===== src/rtl/dmac_cfg_slave.sv =====
// dmac_cfg_slave: AHB-Lite slave holding two DMA channel descriptors
// (source, destination, size, control) plus a read-only status word.
// OKAY data phases are stretched by WAIT_STATES cycles; illegal transfers
// get a fixed two-cycle ERROR response and never touch the registers.
module dmac_cfg_slave #(
    parameter int ADDR_W      = 32,
    parameter int DATA_W      = 32,
    parameter int WAIT_STATES = 1
) (
    input  logic              clk,
    input  logic              rst,
    input  logic              HSel,
    input  logic [ADDR_W-1:0] HAddr,
    input  logic [1:0]        HTrans,
    input  logic              HWrite,
    input  logic [2:0]        HSize,
    input  logic [DATA_W-1:0] HWData,
    input  logic              HReady,
    output logic              HReadyOut,
    output logic              HResp,
    output logic [DATA_W-1:0] HRData,
    output logic [1:0]        ChValid
);
    localparam logic [1:0] LP_WAIT   = 2'(WAIT_STATES);
    localparam logic [5:0] LP_STATUS = 6'h20;

    typedef enum logic [1:0] {ST_IDLE, ST_DATA, ST_ERR1, ST_ERR2} state_t;

    state_t     r_state;
    state_t     w_state_next;
    logic [1:0] r_cnt;
    logic [3:0] r_idx;      // word index HAddr[5:2] of the pending data phase
    logic       r_write;
    logic [7:0] r_rdcnt;

    logic w_open;
    logic w_accept;
    logic w_illegal;
    logic w_load;
    logic w_done;
    logic w_rd_done;
    logic w_wr_done;

    logic [1:0][DATA_W-1:0] w_saddr;
    logic [1:0][DATA_W-1:0] w_daddr;
    logic [1:0][DATA_W-1:0] w_tsz;
    logic [1:0][DATA_W-1:0] w_ctrl;

    // Address bits above the 64-byte window and HTrans[0] carry no meaning here
    logic w_unused;
    assign w_unused = ^{HAddr[ADDR_W-1:6], HTrans[0]};

    // A data phase completes when DATA has run out of wait cycles
    assign w_done    = (r_state == ST_DATA) && (r_cnt == 2'd0);
    assign w_rd_done = w_done && !r_write;
    assign w_wr_done = w_done && r_write;

    // Address phases are only looked at when no data phase is being stalled
    assign w_open    = (r_state == ST_IDLE) || (r_state == ST_ERR2) || w_done;
    assign w_accept  = w_open && HSel && HReady && HTrans[1];
    assign w_illegal = (HSize != 3'b010) || (HAddr[1:0] != 2'b00) ||
                       (HAddr[5:0] > LP_STATUS) ||
                       (HWrite && (HAddr[5:0] == LP_STATUS));
    assign w_load    = w_accept && !w_illegal;

    // Next-state and handshake outputs
    always_comb begin
        w_state_next = r_state;
        HReadyOut    = 1'b1;
        HResp        = 1'b0;
        case (r_state)
            ST_IDLE: ;
            ST_DATA: begin
                if (r_cnt != 2'd0) HReadyOut = 1'b0;
            end
            ST_ERR1: begin
                HReadyOut    = 1'b0;
                HResp        = 1'b1;
                w_state_next = ST_ERR2;
            end
            ST_ERR2: HResp = 1'b1;
            default: w_state_next = ST_IDLE;
        endcase
        if (w_accept)
            w_state_next = w_illegal ? ST_ERR1 : ST_DATA;
        else if (w_done || (r_state == ST_ERR2))
            w_state_next = ST_IDLE;
    end

    // State register, wait counter and latched address phase
    always_ff @(posedge clk or posedge rst) begin
        if (rst) begin
            r_state <= ST_IDLE;
            r_cnt   <= 2'd0;
            r_idx   <= 4'd0;
            r_write <= 1'b0;
        end else begin
            r_state <= w_state_next;
            if (w_load) begin
                r_cnt   <= LP_WAIT;
                r_idx   <= HAddr[5:2];
                r_write <= HWrite;
            end else if ((r_state == ST_DATA) && (r_cnt != 2'd0)) begin
                r_cnt <= r_cnt - 2'd1;
            end
        end
    end

    genvar gi;
    generate
        for (gi = 0; gi < 2; gi++) begin : g_bank
            localparam logic LP_BANK = 1'(gi);
            logic [DATA_W-1:0] r_saddr;
            logic [DATA_W-1:0] r_daddr;
            logic [DATA_W-1:0] r_tsz;
            logic [DATA_W-1:0] r_ctrl;
            logic              w_hit;

            assign w_hit = !r_idx[3] && (r_idx[2] == LP_BANK);

            // Descriptor writes; reading Ctrl consumes the armed bit
            always_ff @(posedge clk or posedge rst) begin
                if (rst) begin
                    r_saddr <= '0;
                    r_daddr <= '0;
                    r_tsz   <= '0;
                    r_ctrl  <= '0;
                end else if (w_wr_done && w_hit) begin
                    case (r_idx[1:0])
                        2'd0:    r_saddr <= HWData;
                        2'd1:    r_daddr <= HWData;
                        2'd2:    r_tsz   <= HWData;
                        default: r_ctrl  <= HWData;
                    endcase
                end else if (w_rd_done && w_hit && (r_idx[1:0] == 2'd3)) begin
                    r_ctrl[0] <= 1'b0;
                end
            end

            assign w_saddr[gi] = r_saddr;
            assign w_daddr[gi] = r_daddr;
            assign w_tsz[gi]   = r_tsz;
            assign w_ctrl[gi]  = r_ctrl;
            assign ChValid[gi] = r_ctrl[0];
        end
    endgenerate

    // Count of completed OKAY reads, wrapping at 8 bits
    always_ff @(posedge clk or posedge rst) begin
        if (rst)            r_rdcnt <= 8'd0;
        else if (w_rd_done) r_rdcnt <= r_rdcnt + 8'd1;
    end

    // Read data is driven only in the completing cycle of a read
    always_comb begin
        HRData = '0;
        if (w_rd_done) begin
            if (r_idx[3]) begin
                HRData = {ChValid, {(DATA_W-10){1'b0}}, r_rdcnt};
            end else begin
                case (r_idx[1:0])
                    2'd0:    HRData = w_saddr[r_idx[2]];
                    2'd1:    HRData = w_daddr[r_idx[2]];
                    2'd2:    HRData = w_tsz[r_idx[2]];
                    default: HRData = w_ctrl[r_idx[2]];
                endcase
            end
        end
    end
endmodule


===== config.mk =====
export PLATFORM = sky130hd
export DESIGN_NAME = dmac_cfg_slave
export DESIGN_NICKNAME = d
export VERILOG_FILES = /design/src/rtl/dmac_cfg_slave.sv
export SDC_FILE = /design/constraint.sdc
export NUM_CORES = 1
export LEC_CHECK = 0
export ABC_AREA = 1
export CAP_MARGIN = 30
export CORE_ASPECT_RATIO = 0.7
export CORE_MARGIN = 2
export CORE_UTILIZATION = 50
export DETAILED_ROUTE_END_ITERATION = 16
export GPL_ROUTABILITY_DRIVEN = 0
export MAX_ROUTING_LAYER = met4
export PLACE_DENSITY = 0.73
export SYNTH_ARGS = -nofsm -noshare
export SYNTH_HDL_FRONTEND = slang
export SYNTH_SLANG_ARGS = --single-unit

===== constraint.sdc =====
create_clock -name clk -period 10.9 [get_ports clk]
set_clock_uncertainty 0.1 [all_clocks]
set_input_delay 3.27 -clock clk [delete_from_list [all_inputs] [get_ports clk]]
set_output_delay 3.27 -clock clk [all_outputs]
set_load 0.01 [all_outputs]

# == After elaboration in Yosys (flattened, before gate mapping) ==
# Index checks and enable logic that the tools add are counted.
# classes
n_shift,0
n_eq_ne,10
reduce_logical,47
muxes,26
n_addsub,2
n_bitwise,2
div_mod_pow,0
n_lt_le_gt_ge,2
mul,0
# op_table
operator,count
$mux 32,10
$pmux 32 s3,1
$reduce_and 2->1,10
$logic_and 1x1->1,17
$mux 2,6
$reduce_bool 2->1,5
$add 8x1->8 const B,1
$eq 2x2->1 const B,4
$mux 1,8
$eq 6x6->1 const B,1
$gt 6x6->1 const B,1
$logic_not 2->1,3
$logic_or 1x1->1,6
$eq 2x1->1 const B,2
$ne 2x2->1 const B,2
$logic_not 1->1,3
$ne 3x2->1 const B,1
$reduce_bool 3->1,1
$reduce_or 3->1,1
$lt 1x2->1 const B,1
$not 1->1,2
$pmux 1 s2,1
$reduce_or 2->1,1
$sub 2x1->2 const B,1
# totals
mem_bits_ro,0
ramBits,0
word_cells,104
mem_count,0
reg_bits,273
latchBits,0
output_inout_bits,36
inputBits,74

# == Logic depth before layout (Yosys ltp) ==
# depth
word_depth,8
mapped_depth,9
mapped_depth_nobuf,9

# == Worst setup path before layout ==
# Ideal clock, no wire load.
# synth_path
kind,reg-to-output
from,register r_state[1]
to,output port HRData[10]
required_time_ps,7530
path_buffers,1
slack_ps,5931
arrival_ps,1599
stages_incl_launch_ff,10
cell_sequence,dfrtp_1 -> inv_1 -> ha_1 -> nand2_2 -> nor2_4 -> inv_1 -> nor2_1 -> buf_2 -> nand2_1 -> nor2_1
# synth_via
elab_chain_cells,4
# synth_lines
element,line_no,text
"start, declared",29,state_t r_state;
"start signal, assigned",98,r_state <= w_state_next;
$eq 2x1->1,54,assign w_done = (r_state == ST_DATA) && (r_cnt == 2'd0);
$logic_and 1x1->1,54,
$logic_and 1x1->1,55,assign w_rd_done = w_done && !r_write;
$mux 32,157,if (w_rd_done) begin
"end, declared",21,"output logic [DATA_W-1:0] HRData,"
# No other way between the ends.

# == Worst setup path in the final report ==
# layout_path
from,register r_idx[2]
to,output port HRData[8]
# layout_via
elab_chain_cells,5
elab_cells_between_ends,11
cone_classes,mux: 11
# layout_lines
element,line_no,text
"start, declared",32,logic [3:0] r_idx;
"start signal, assigned",101,r_idx <= HAddr[5:2];
"$mux 32, on equally long branches (2 in a row)",--,
$pmux 32 s3 (*),161,case (r_idx[1:0])
$mux 32 (*),158,if (r_idx[3]) begin
$mux 32 (*),157,
# Every way passes the cells marked *; elsewhere a longest branch is shown, timed or not. The select of a mux whose other input is x is not followed.

==> flow_summary.toml <==
[setup_path]
crit_required_ns = 7.53
reg2reg_setup_slack_ns = 7.69
worstRegToRegCells = 7
critPathLaunch = "r_idx[2]"
cp_max_fo = 74
rr_startpoint = "r_idx[2]"
cp-end-kind = "output pin"
endpoint = "HRData[8]"
start_kind = "flip-flop"
crit_type = "reg2out"
timing.rr.end = "g_bank[1].r_daddr[20]"
worstPathArrival_ns = 3.71

[floorplan]
die_h_um = 138
core_mm2 = 0.0254
core.rowCount = 49
chipWidth_um = 196
io_pins = 110
die_area_mm2 = 0.0270
start_util_pct = 50.5

[outcome]
status = "finished, final reports clean"

[routing]
dr.pass1.iters = 5
avgViaCountPerCell = 5.30
vias = 10600
route.detailed.drc = 0
drtIter0Drc = 1020
postRouteWirelength_um = 31800
ant_nets = 0
wl_per_cell_um = 15.9

[place]
post-dp-hpwl_um = 18800
io_buffers = 82

[yosys]
synth_nets = 1696
syn_area_mm2 = 0.0128
synth_seq_area_share_pct = 53.2
synth_warnings = 0
synth-seq-cells = 273
ys_types = 29
postSynthAreaPerCell_um2 = 7.94
syn_inst = 1617

[cts]
cts_sinks = 273
cts_resized = 0
cts_tree = "built"
ctsHoldBuffers = 0
numCtsBuffers = 27
root_buffer = "clkbuf_16"
path_clk_slew_ns = 0.06
htree_levels = 1
insertion_delay_ns = 0.53
clockBufferDepth = 3
postCtsSetupBuffers = 0

[pwr]
ir_drop_mv = 0.143
powerDensity_mw_per_mm2 = 180
p_leak_uw = 0.00729

[grt]
antenna_found_initial = 1
grt_pass1_vias = 9714
grt_max_degree = 141
grt_pass1_wl_um = 52400
grt.total_usage_pct = 24.7
grt.overflow.total = 0

[sta]
slew_headroom_pct = 35.0
finalSetupViolations = 0
tightest_slew_ns = 0.975
fin_crit_ns = 7.08
tns_ns = 0
fmax_ghz = 0.141
holdWs_ns = 0.380
final.period_utilization_pct = 65.0
slew_viol_final = 0
final-hold-violation-count = 0
rsz0062_at_grt = "no"

[min_path]
hp-start = "g_bank[1].r_ctrl[31]"
hold_path.class = "reg2reg"
min_delay_path_depth = 2

[final_layout]
postLayoutCoreUtil_pct = 58.0
final_layout_size_suffix_gt1_share_pct = 4.86
synthToLayoutAreaGrowth_pct = 14.9
finalNetCount = 1726

[run]
max_cap_violations = 0
power by group:
group          switching, uW  internal (uW)
Sequential              32.0           1080
Clock                    384            574
Combinational            345            234
per-stage QoR:
step	power (uW)	instances	cell area, um2	setup WS, ns
CTS	2660	1996	14700	3.84
detailed placement	1710	1948	13800	4.42
global placement	1690	1947	13800	4.47
finish	2650	1998	14800	3.82
floorplan	1480	1617	12800	0.00628
global route	2790	1998	14800	3.64
critical path: stages, from the launching register on:
cell and delay, ns:
dfrtp_4 0.62, inv_4 0.55, buf_4 0.75, nand2_1 0.14
a31oi_1 0.20, nor2_1 0.07, nor2_1 0.18, clkdlybuf4s50_1 0.60
cells by family after synthesis:
logic type | after synthesis | synth area share [%]
and+or+nand+nor | 647 | 19.9
AOI/OAI and AO/OA | 405 | 17.3
buffers and inverters | 282 | 8.72
DFF | 273 | 53.2
xor gates and xnor gates | 5 | 0.341
adders and majority gates | 5 | 0.487
worst min path at each step:
stage                           end  slack (ns)
4_1_cts         g_bank[1].r_ctrl[5]        0.38
3_3_place_gp    g_bank[1].r_ctrl[3]        0.36
3_5_place_dp    g_bank[1].r_ctrl[5]        0.37
2_1_floorplan   g_bank[1].r_ctrl[1]        0.35
5_1_grt         g_bank[0].r_tsz[19]        0.40
6_report       g_bank[1].r_ctrl[31]        0.38
final cells by class:
cell class                 instances  area [um2]
fill                            2282       10700
clock inverter                     6         109
antenna                            1        2.50
tap                              331         414
inverter                         184         701
sequential                       273        6840
timing repair buffer              99         993
multi-input combinational       1062        4900
clock buffer                      42         802
synth_stat cells:
cell	n	area [um2]
a21oi_1	23	115
a31oi_1	22	138
buf_2	37	185
buf_4	3	22.5
clkbuf_1	55	206
clkbuf_2	3	15.0
clkinv_1	1	3.75
dfrtp_1	273	6830
ha_1	5	62.6
inv_1	180	676
inv_2	3	11.3
nand2_1	497	1870
nand2_2	6	37.5
nand2b_1	1	6.26
nand3_1	37	185
nand3_2	1	10.0
nand4_1	4	25.0
nor2_1	92	345
nor2_2	3	18.8
nor2_4	4	45.0
nor3_4	1	16.3
o211ai_1	45	338
o21a_1	22	165
o21ai_0	284	1420
o21ai_1	8	40.0
o31ai_1	1	7.51
or2_2	1	6.26
xnor2_1	2	17.5
xor2_1	3	26.3
flip-flops by register name, summed over array words and instances (netlist names):
register        count
g_bank.r_saddr     64
r_state             2
r_cnt               2
r_rdcnt             8
g_bank.r_daddr     64
r_idx               4
r_write             1
g_bank.r_tsz       64
g_bank.r_ctrl      64
per-layer routing:
metal  part of all wire [%]  vias up  global-route usage, %
met2                     43      285                   35.7
met5                      0        -                      -
met3                    5.8       45                   3.32
li1                       -     5218                      -
met4                    1.9        0                   5.34
met1                     49     5038                   37.3
placed cells by master (no fill, tap or decap), types with 3 or more instances in the layout:
master and instances:
inv_1 179, inv_2 3, nand2_2 6, a21oi_1 23, clkdlybuf4s50_1 82, nor2_4 4, xor2_1 3, buf_4 14
ha_1 5, bufinv_16 3, nand4_1 4, clkbuf_8 7, dfrtp_1 272, nor2_2 5, nor2_1 90, a31oi_1 22
o21a_1 22, o21ai_1 8, clkbuf_16 27, o211ai_1 45, nand2_1 497, nand3_1 37, clkbuf_1 8, o21ai_0 284
(Power assumes the default switching activity.)
